### src/rtl/rose_resp_pkg.sv
// Shared types, delay limits and the delay clamp for the rose-window responder.
package rose_resp_pkg;

  typedef enum logic [1:0] {
    S_IDLE,
    S_WAIT,
    S_BURST,
    S_GAP
  } resp_state_e;

  localparam logic [2:0] MIN_DLY = 3'd1;
  localparam logic [2:0] MAX_DLY = 3'd5;

  function automatic logic [2:0] clamp_dly(input logic [2:0] d);
    if (d < MIN_DLY) return MIN_DLY;
    if (d > MAX_DLY) return MAX_DLY;
    return d;
  endfunction

endpackage

### src/rtl/rise_detect.sv
// Single-cycle edge detector; POL=1 flags rising edges, POL=0 flags falling edges.
module rise_detect #(
  parameter logic POL = 1'b1
) (
  input  logic clk,
  input  logic rst,
  input  logic sig,
  output logic hit
);

  logic sig_q;
  logic sig_d;

  assign sig_d = sig;

  // Reset to the active level so a line already at that level is not an edge.
  always_ff @(posedge clk or posedge rst) begin
    if (rst) sig_q <= POL;
    else     sig_q <= sig_d;
  end

  assign hit = POL ? (sig & ~sig_q) : (~sig & sig_q);

endmodule

### src/rtl/rose_window_responder.sv
// Responder: after a request edge on a, waits a clamped 1..5 cycle delay, drives a
// BURST_LEN-cycle b burst, then one mandatory low gap cycle. Overlapping requests are dropped.
module rose_window_responder
  import rose_resp_pkg::*;
#(
  parameter int BURST_LEN = 3,
  parameter int CNT_W     = 8
) (
  input  logic             clk,
  input  logic             rst,
  input  logic             en,
  input  logic             a,
  input  logic [2:0]       dly_cfg,
  output logic             b,
  output logic             busy,
  output logic             drop,
  output logic [CNT_W-1:0] drop_cnt
);

  localparam int BC_W = $clog2(BURST_LEN + 1);
  localparam logic [BC_W-1:0] BURST_INIT = BC_W'(BURST_LEN);
  localparam logic [BC_W-1:0] BURST_LAST = BC_W'(1);

  logic             rise;
  logic             req;
  logic [2:0]       dly_c;

  resp_state_e      state_q, state_d;
  logic [2:0]       dcnt_q, dcnt_d;
  logic [BC_W-1:0]  bcnt_q, bcnt_d;
  logic             b_q, b_d;
  logic             busy_q, busy_d;
  logic             drop_q, drop_d;
  logic [CNT_W-1:0] drop_cnt_q, drop_cnt_d;

  rise_detect #(.POL(1'b1)) u_rise (
    .clk (clk),
    .rst (rst),
    .sig (a),
    .hit (rise)
  );

  assign req   = rise & en;
  assign dly_c = clamp_dly(dly_cfg);

  always_comb begin
    state_d    = state_q;
    dcnt_d     = dcnt_q;
    bcnt_d     = bcnt_q;
    drop_cnt_d = drop_cnt_q;

    // Any accepted-looking request outside IDLE is discarded, never queued.
    drop_d = req && (state_q != S_IDLE);
    if (drop_d && (drop_cnt_q != '1)) drop_cnt_d = drop_cnt_q + CNT_W'(1);

    case (state_q)
      S_IDLE: begin
        if (req) begin
          if (dly_c == MIN_DLY) begin
            state_d = S_BURST;
            bcnt_d  = BURST_INIT;
          end else begin
            state_d = S_WAIT;
            dcnt_d  = dly_c - 3'd1;
          end
        end
      end
      S_WAIT: begin
        if (dcnt_q == 3'd1) begin
          state_d = S_BURST;
          bcnt_d  = BURST_INIT;
        end else begin
          dcnt_d = dcnt_q - 3'd1;
        end
      end
      S_BURST: begin
        if (bcnt_q == BURST_LAST) state_d = S_GAP;
        else                      bcnt_d  = bcnt_q - BURST_LAST;
      end
      S_GAP:   state_d = S_IDLE;
      default: state_d = S_IDLE;
    endcase

    // Outputs follow the next state so they are registered alongside it.
    b_d    = (state_d == S_BURST);
    busy_d = (state_d != S_IDLE);
  end

  always_ff @(posedge clk or posedge rst) begin
    if (rst) begin
      state_q    <= S_IDLE;
      dcnt_q     <= '0;
      bcnt_q     <= '0;
      b_q        <= 1'b0;
      busy_q     <= 1'b0;
      drop_q     <= 1'b0;
      drop_cnt_q <= '0;
    end else begin
      state_q    <= state_d;
      dcnt_q     <= dcnt_d;
      bcnt_q     <= bcnt_d;
      b_q        <= b_d;
      busy_q     <= busy_d;
      drop_q     <= drop_d;
      drop_cnt_q <= drop_cnt_d;
    end
  end

  assign b        = b_q;
  assign busy     = busy_q;
  assign drop     = drop_q;
  assign drop_cnt = drop_cnt_q;

endmodule

### config.mk
export PLATFORM = sky130hd
export DESIGN_NAME = rose_window_responder
export DESIGN_NICKNAME = d
export VERILOG_FILES = /design/src/rtl/rose_resp_pkg.sv /design/src/rtl/rise_detect.sv /design/src/rtl/rose_window_responder.sv
export SDC_FILE = /design/constraint.sdc
export NUM_CORES = 1
export LEC_CHECK = 0
export CORE_MARGIN = 1
export CORE_UTILIZATION = 52
export CTS_CLUSTER_DIAMETER = 40
export DETAILED_ROUTE_END_ITERATION = 12
export PLACE_DENSITY = 0.78
export SYNTH_ARGS = -nofsm -noshare
export SYNTH_HDL_FRONTEND = slang
export SYNTH_HIERARCHICAL = 1
export SYNTH_SLANG_ARGS = --single-unit
export TNS_END_PERCENT = 5
### constraint.sdc
create_clock -name clk -period 4.5 [get_ports clk]
set_clock_uncertainty 0.1 [all_clocks]
set_input_delay 0.9 -clock clk [delete_from_list [all_inputs] [get_ports clk]]
set_output_delay 0.9 -clock clk [all_outputs]
set_load 0.05 [all_outputs]
==> results.cfg, run 1 <==
[worst_hold_path]
hold_class = reg -> reg
whs_path_depth = 1
min_delay_worst_endpoint = bcnt_q[1]
min_from = bcnt_q[1]

[floorplanning]
start_util = 0.552
core-area_um2 = 1940
pin_count = 18
die_width_um = 47.4
rows = 16
die_y_um = 47.4
dieArea_um2 = 2250

[synth]
synth.most_common_cell = dfrtp_1
netlist_top_cells_area = dfrtp_1, ha_1, nand2_1
synth_cell_types = 36
synth_area_um2 = 1070
yosysTopAreaCell = dfrtp_1
synth_commonest_cells = dfrtp_1, nand2_1, inv_1, nand3_1
synthCells = 105
synth-seq-cells = 19
ys.flop_type = dfrtp_1
syn-num-nets = 118
yosys.area.top_type_share = 0.420
synth-edff-count = 0
ys_warn_count = 6
avgSynthCellArea_um2 = 10.2
ys_async_sr_fraction = 1.00
yosysSeqAreaShare = 0.445

[clocking]
clock_latency_ns = 0.29
clkTransAtPathRegs_ns = 0.11
root_buffer = clkbuf_4
cts_setup_buffers = 0
cts_buffer_depth = 2
cts_resized = 0
clock_sinks = 19
cts_inserted_buffers = 3
cts_hold_buf = 0
cts_tree = built
h-tree-depth = 1

[worst_setup_path]
rrSetupSlack_ns = 2.90
crit_fanout = 5
critPathArrivalTime_ns = 2.78
timing.rr.start = drop_cnt[0]
crit_cells = 9
cp_top_family = buffers and inverters
end_kind = register
worstPathBufferInverterCount = 2
slowest_delay_ns = 0.48
worstPathCellList = clkdlybuf4s50_1 -> nand2b_1 -> a21oi_1 -> inv_1 -> ha_1 -> nor2b_1 -> nand3_1 -> o211ai_1 -> mux2_2
r2r-end = drop_cnt[6]
required_ns = 4.59
r2r_cells = 5
critical_path_class = in -> reg
cp_slowest_cell = clkdlybuf4s50_1
startpoint_type = input port

[route]
wl_mm = 1.98
dr.pass1.iters = 4
detail_route.wl_per_cell_um = 13.1
drt_iter0_drc = 18
viasPerCell = 5.37
detail-route-antenna-nets = 0
via_count = 811
drc = 0

[place]
place_congestion = 0.800
portBuffers = 17
place_hpwl_mm = 1.50
placed_cells = 147

[sta]
timing_hold_violations_final = 0
finalMaxSlewViolations = 0
final.setup.tns_ns = 0
finalCritPeriodShare = 0.598
relSlewSlack = 0.554
fmax_mhz = 372
setup_viol = 0
rsz0062_at_grt = no
period_needed_ns = 2.69
tightest_slew_ns = 0.669

[pwr]
irDropWorstVdd_mv = 0.335
total_power_w = 0.000725
power.density_nw_per_um2 = 564
leakage_nw = 0.564

[final_layout]
finalNetCount = 138
antenna_cells = 0
instances_no_fill = 151
drive_gt1_frac = 0.0968
syn_to_final_growth_pct = 19.8
nFillCells = 172

[outcome]
status = completed

[flow_run]
cap_violations = 0

[grt]
grt.overflow.total = 0
grt_pass1_wl_mm = 3.10
grt_usage = 0.207
grt_pass1_vias = 721
grt_max_degree = 19
antenna_found_initial = 0
==> area by class of cell <==
class / instances / area [µm²] / share of cell area
Multi-Input combinational cell: 76 / 547 / 0.426
Tap cell: 27 / 33.8 / 0.0263
Inverter: 8 / 30.0 / 0.0234
Timing Repair Buffer: 17 / 170 / 0.132
Sequential cell: 19 / 477 / 0.371
Clock buffer: 3 / 22.5 / 0.0175
Clock inverter: 1 / 5.00 / 0.00389
==> flip-flops by register name (all words and copies together), names as in the netlist <==
register      count
bcnt_q            2
state_q           2
dcnt_q            3
busy              1
u_rise/sig_q      1
drop              1
drop_cnt          8
b                 1
==> per-stage QoR <==
| step | instance area [µm²] | hold WS, ns | utilization | setup slack [ns] |
|---|---|---|---|---|
| after global placement | 1260 | 0.375 | 0.648 | 1.57 |
| after floorplan | 1070 | 0.360 | - | 2.21 |
| after detailed placement | 1260 | 0.389 | 0.648 | 1.47 |
| after global routing | 1280 | 0.433 | 0.662 | 1.69 |
| after CTS | 1280 | 0.415 | 0.662 | 1.80 |
| final | 1280 | 0.411 | 0.662 | 1.81 |
==> worst max-delay path by stage <==
stage                     slack (ns)        end  startpoint
after floorplan                 2.21  bcnt_q[0]  dly_cfg[2]
after global placement          1.57  bcnt_q[0]  dly_cfg[2]
after detailed placement        1.47  bcnt_q[0]  dly_cfg[2]
after CTS                       1.80  bcnt_q[0]  dly_cfg[2]
after global routing            1.69  dcnt_q[1]  dly_cfg[2]
final                           1.81  bcnt_q[0]  dly_cfg[2]
==> cells by family (layout without fill, tap and decap cells) <==
group	after synthesis	in the layout	share of synthesized area
DFF	19	19	0.445
buffers and inverters	10	29	0.0455
AOI/OAI and AO/OA	20	20	0.141
muxes	2	2	0.0198
xor gates and xnor gates	7	7	0.0572
and+or+nand+nor	41	41	0.222
adders and majority gates	6	6	0.0700
==> worst reg2reg max path, cell delays in order, from the launching register on <==
cell and delay (ns):
dfrtp_1 0.45, ha_1 0.24, nand3_1 0.16, o21a_1 0.24, nand4_1 0.14, xnor2_1 0.15
==> routing by layer <==
layer	GRT usage	vias to the layer above	wire length [µm]	part of all wire
met5	0	-	0	0
met4	0.0800	0	14	0.0071
met3	0.0679	2	97	0.049
met2	0.312	23	984	0.50
met1	0.276	382	881	0.45
li1	-	404	-	-
==> power breakdown <==
part	total, W	internal [W]	switching [W]
Sequential	0.000294	0.000226	0.0000678
Combinational	0.000348	0.000141	0.000207
Clock	0.0000833	0.0000331	0.0000502
Total	0.000725	0.000400	0.000325
==> layout by cell type (no fill, tap or decap), drive strengths merged, types with 2 or more instances in the layout <==
master	synthesis	layout
dfrtp	18	18
clkdlybuf4s50	0	17
nand2	12	12
inv	8	8
nand3	7	7
a21oi	6	6
ha	6	6
nand2b	5	5
xnor2	5	5
o21ai	4	4
nor2	3	3
nand4	3	3
clkbuf	0	3
nor2b	3	3
xor2	2	2
o211ai	2	2
nand3b	2	2
nor3	2	2
(Power assumes the default switching activity.)
==> run 2, diff against run 1 <==
--- a/config.mk
+++ b/config.mk
@@ -6,10 +6,10 @@
 export NUM_CORES = 1
 export LEC_CHECK = 0
 export CORE_MARGIN = 1
-export CORE_UTILIZATION = 52
+export CORE_UTILIZATION = 51
 export CTS_CLUSTER_DIAMETER = 40
 export DETAILED_ROUTE_END_ITERATION = 12
-export PLACE_DENSITY = 0.78
+export PLACE_DENSITY = 0.77
 export SYNTH_ARGS = -nofsm -noshare
 export SYNTH_HDL_FRONTEND = slang
 export SYNTH_HIERARCHICAL = 1
==> constraint.sdc (replaced) <==
create_clock -name clk -period 2.8 [get_ports clk]
set_clock_uncertainty 0.1 [all_clocks]
set_input_delay 0.56 -clock clk [delete_from_list [all_inputs] [get_ports clk]]
set_output_delay 0.56 -clock clk [all_outputs]
set_load 0.05 [all_outputs]
==> run 2 against run 1 <==
  * Register-to-register slack worse by 1.7 ns
  * Clock power up 67%
  * Combinational power rose by 63%
  * Sequential power increased by 60%
  * Sequential share of layout area is the same
  * Via count down 1.1%
  * Critical path type unchanged
  * Critical endpoint is now dcnt_q[1]
  * Highest routed layer unchanged
==> results.cfg, run 2 (same netlist as run 1, synthesis figures left out) <==
[grt]
grt.overflow.total = 0
grt_usage = 0.202
grt_pass1_vias = 748
grt_max_degree = 19
grt_pass1_wl_mm = 3.18
antenna_found_initial = 0

[clocking]
h-tree-depth = 1
cts_setup_buffers = 0
cts_tree = built
clock_latency_ns = 0.30
root_buffer = clkbuf_4
clkTransAtPathRegs_ns = 0.10
cts_resized = 0
cts_inserted_buffers = 3
cts_buffer_depth = 2
cts_hold_buf = 0
clock_sinks = 19

[final_layout]
finalNetCount = 138
nFillCells = 170
largest_register_ffs = 8
syn_to_final_growth_pct = 19.8
final_cell_mix = dfrtp_1, clkdlybuf4s50_1, nand2_1
ff_latch_area_um2 = 477
instances_no_fill = 151
antenna_cells = 0
drive_gt1_frac = 0.0968
post-route-util = 0.655
multiInputGateArea_um2 = 547
final_common_cell = dfrtp_1

[sta]
setup_viol = 0
relSlewSlack = 0.555
period_needed_ns = 2.36
final.setup.tns_ns = 0
finalMaxSlewViolations = 0
timing_hold_violations_final = 0
rsz0062_at_grt = no
tightest_slew_ns = 0.667
fmax_mhz = 424
finalCritPeriodShare = 0.842

[worst_setup_path]
r2r-end = drop_cnt[6]
rrSetupSlack_ns = 1.21
startpoint_type = input port
critPathArrivalTime_ns = 2.49
critical_path_class = in -> reg
cp_slowest_cell = clkdlybuf4s50_1
worstPathCellList = clkdlybuf4s50_1 -> nand2b_1 -> a21oi_1 -> inv_1 -> ha_1 -> nand2b_1 -> a21oi_1 -> a211oi_2 -> mux2i_1
crit_fanout = 5
worstSetupStartpoint = dly_cfg[2]
required_ns = 2.93
end_kind = register
slowest_delay_ns = 0.48
r2r_cells = 5
timing.rr.start = drop_cnt[0]

[route]
dr.pass1.iters = 4
detail_route.wl_per_cell_um = 13.3
via_count = 802
viasPerCell = 5.31
drt_iter0_drc = 12
detail-route-antenna-nets = 0
drc = 0
wl_mm = 2.02

[floorplanning]
die_y_um = 47.9
pin_count = 18
die_width_um = 47.9
start_util = 0.547
rows = 16
core-area_um2 = 1960
dieArea_um2 = 2290

[worst_hold_path]
hold_class = reg -> reg
whs_path_depth = 1
min_from = drop_cnt[7]
min_delay_worst_endpoint = drop_cnt[7]

[place]
placed_cells = 147
portBuffers = 17
place_congestion = 0.911
place_hpwl_mm = 1.52

[pwr]
power.density_nw_per_um2 = 915
total_power_w = 0.00118
irDropWorstVdd_mv = 0.772
leakage_nw = 0.564

[outcome]
status = completed

[flow_run]
cap_violations = 0
[run 2: cell counts in the layout (fill, tap and decap cells not counted)]
No cell type changed its count.
[run 2: worst max path at each step]
stage,endpoint,slack [ns]
after global placement,bcnt_q[0],0.25
after detailed placement,bcnt_q[0],0.17
after global routing,dcnt_q[1],0.28
after CTS,dcnt_q[1],0.49
final,dcnt_q[1],0.44
after floorplan,bcnt_q[0],0.85
[run 2: layout make-up]
| cell class | instances | share of cell area |
|---|---|---|
| clock buffers | 3 | 0.0175 |
| repair buffers | 17 | 0.132 |
| clock inverters | 1 | 0.00389 |
| flip-flops and latches | 19 | 0.371 |
| multi-input cells | 76 | 0.426 |
| well taps | 27 | 0.0263 |
| inverters | 8 | 0.0234 |
[run 2: routing by layer]
metal | up-vias | routed length (µm) | global-route usage
met5 | - | 0 | 0
met4 | 0 | 12 | 0.0556
met3 | 2 | 81 | 0.0679
met2 | 16 | 918 | 0.300
met1 | 381 | 1000 | 0.284
li1 | 403 | - | -
[run 2: where the power goes]
group / total, W / internal [W] / switching [W]
registers: 0.000469 / 0.000363 / 0.000106
clock network: 0.000139 / 0.0000533 / 0.0000854
logic: 0.000568 / 0.000228 / 0.000340
[run 2: metrics by stage]
step                setup WS, ns  cell area, µm²  hold WS [ns]
floorplan                  0.845            1070         0.350
global placement           0.248            1260         0.372
detailed placement         0.174            1260         0.381
CTS                        0.485            1280         0.402
global route               0.278            1280         0.418
finish                     0.443            1280         0.403
[run 2: worst max-delay path: cells and delay by family]
family | cells | cell delay [ns]
compound gates | 3 | 0.59
simple gates | 2 | 0.35
mux | 1 | 0.20
buf+inv | 2 | 0.56
fa+ha+maj | 1 | 0.21
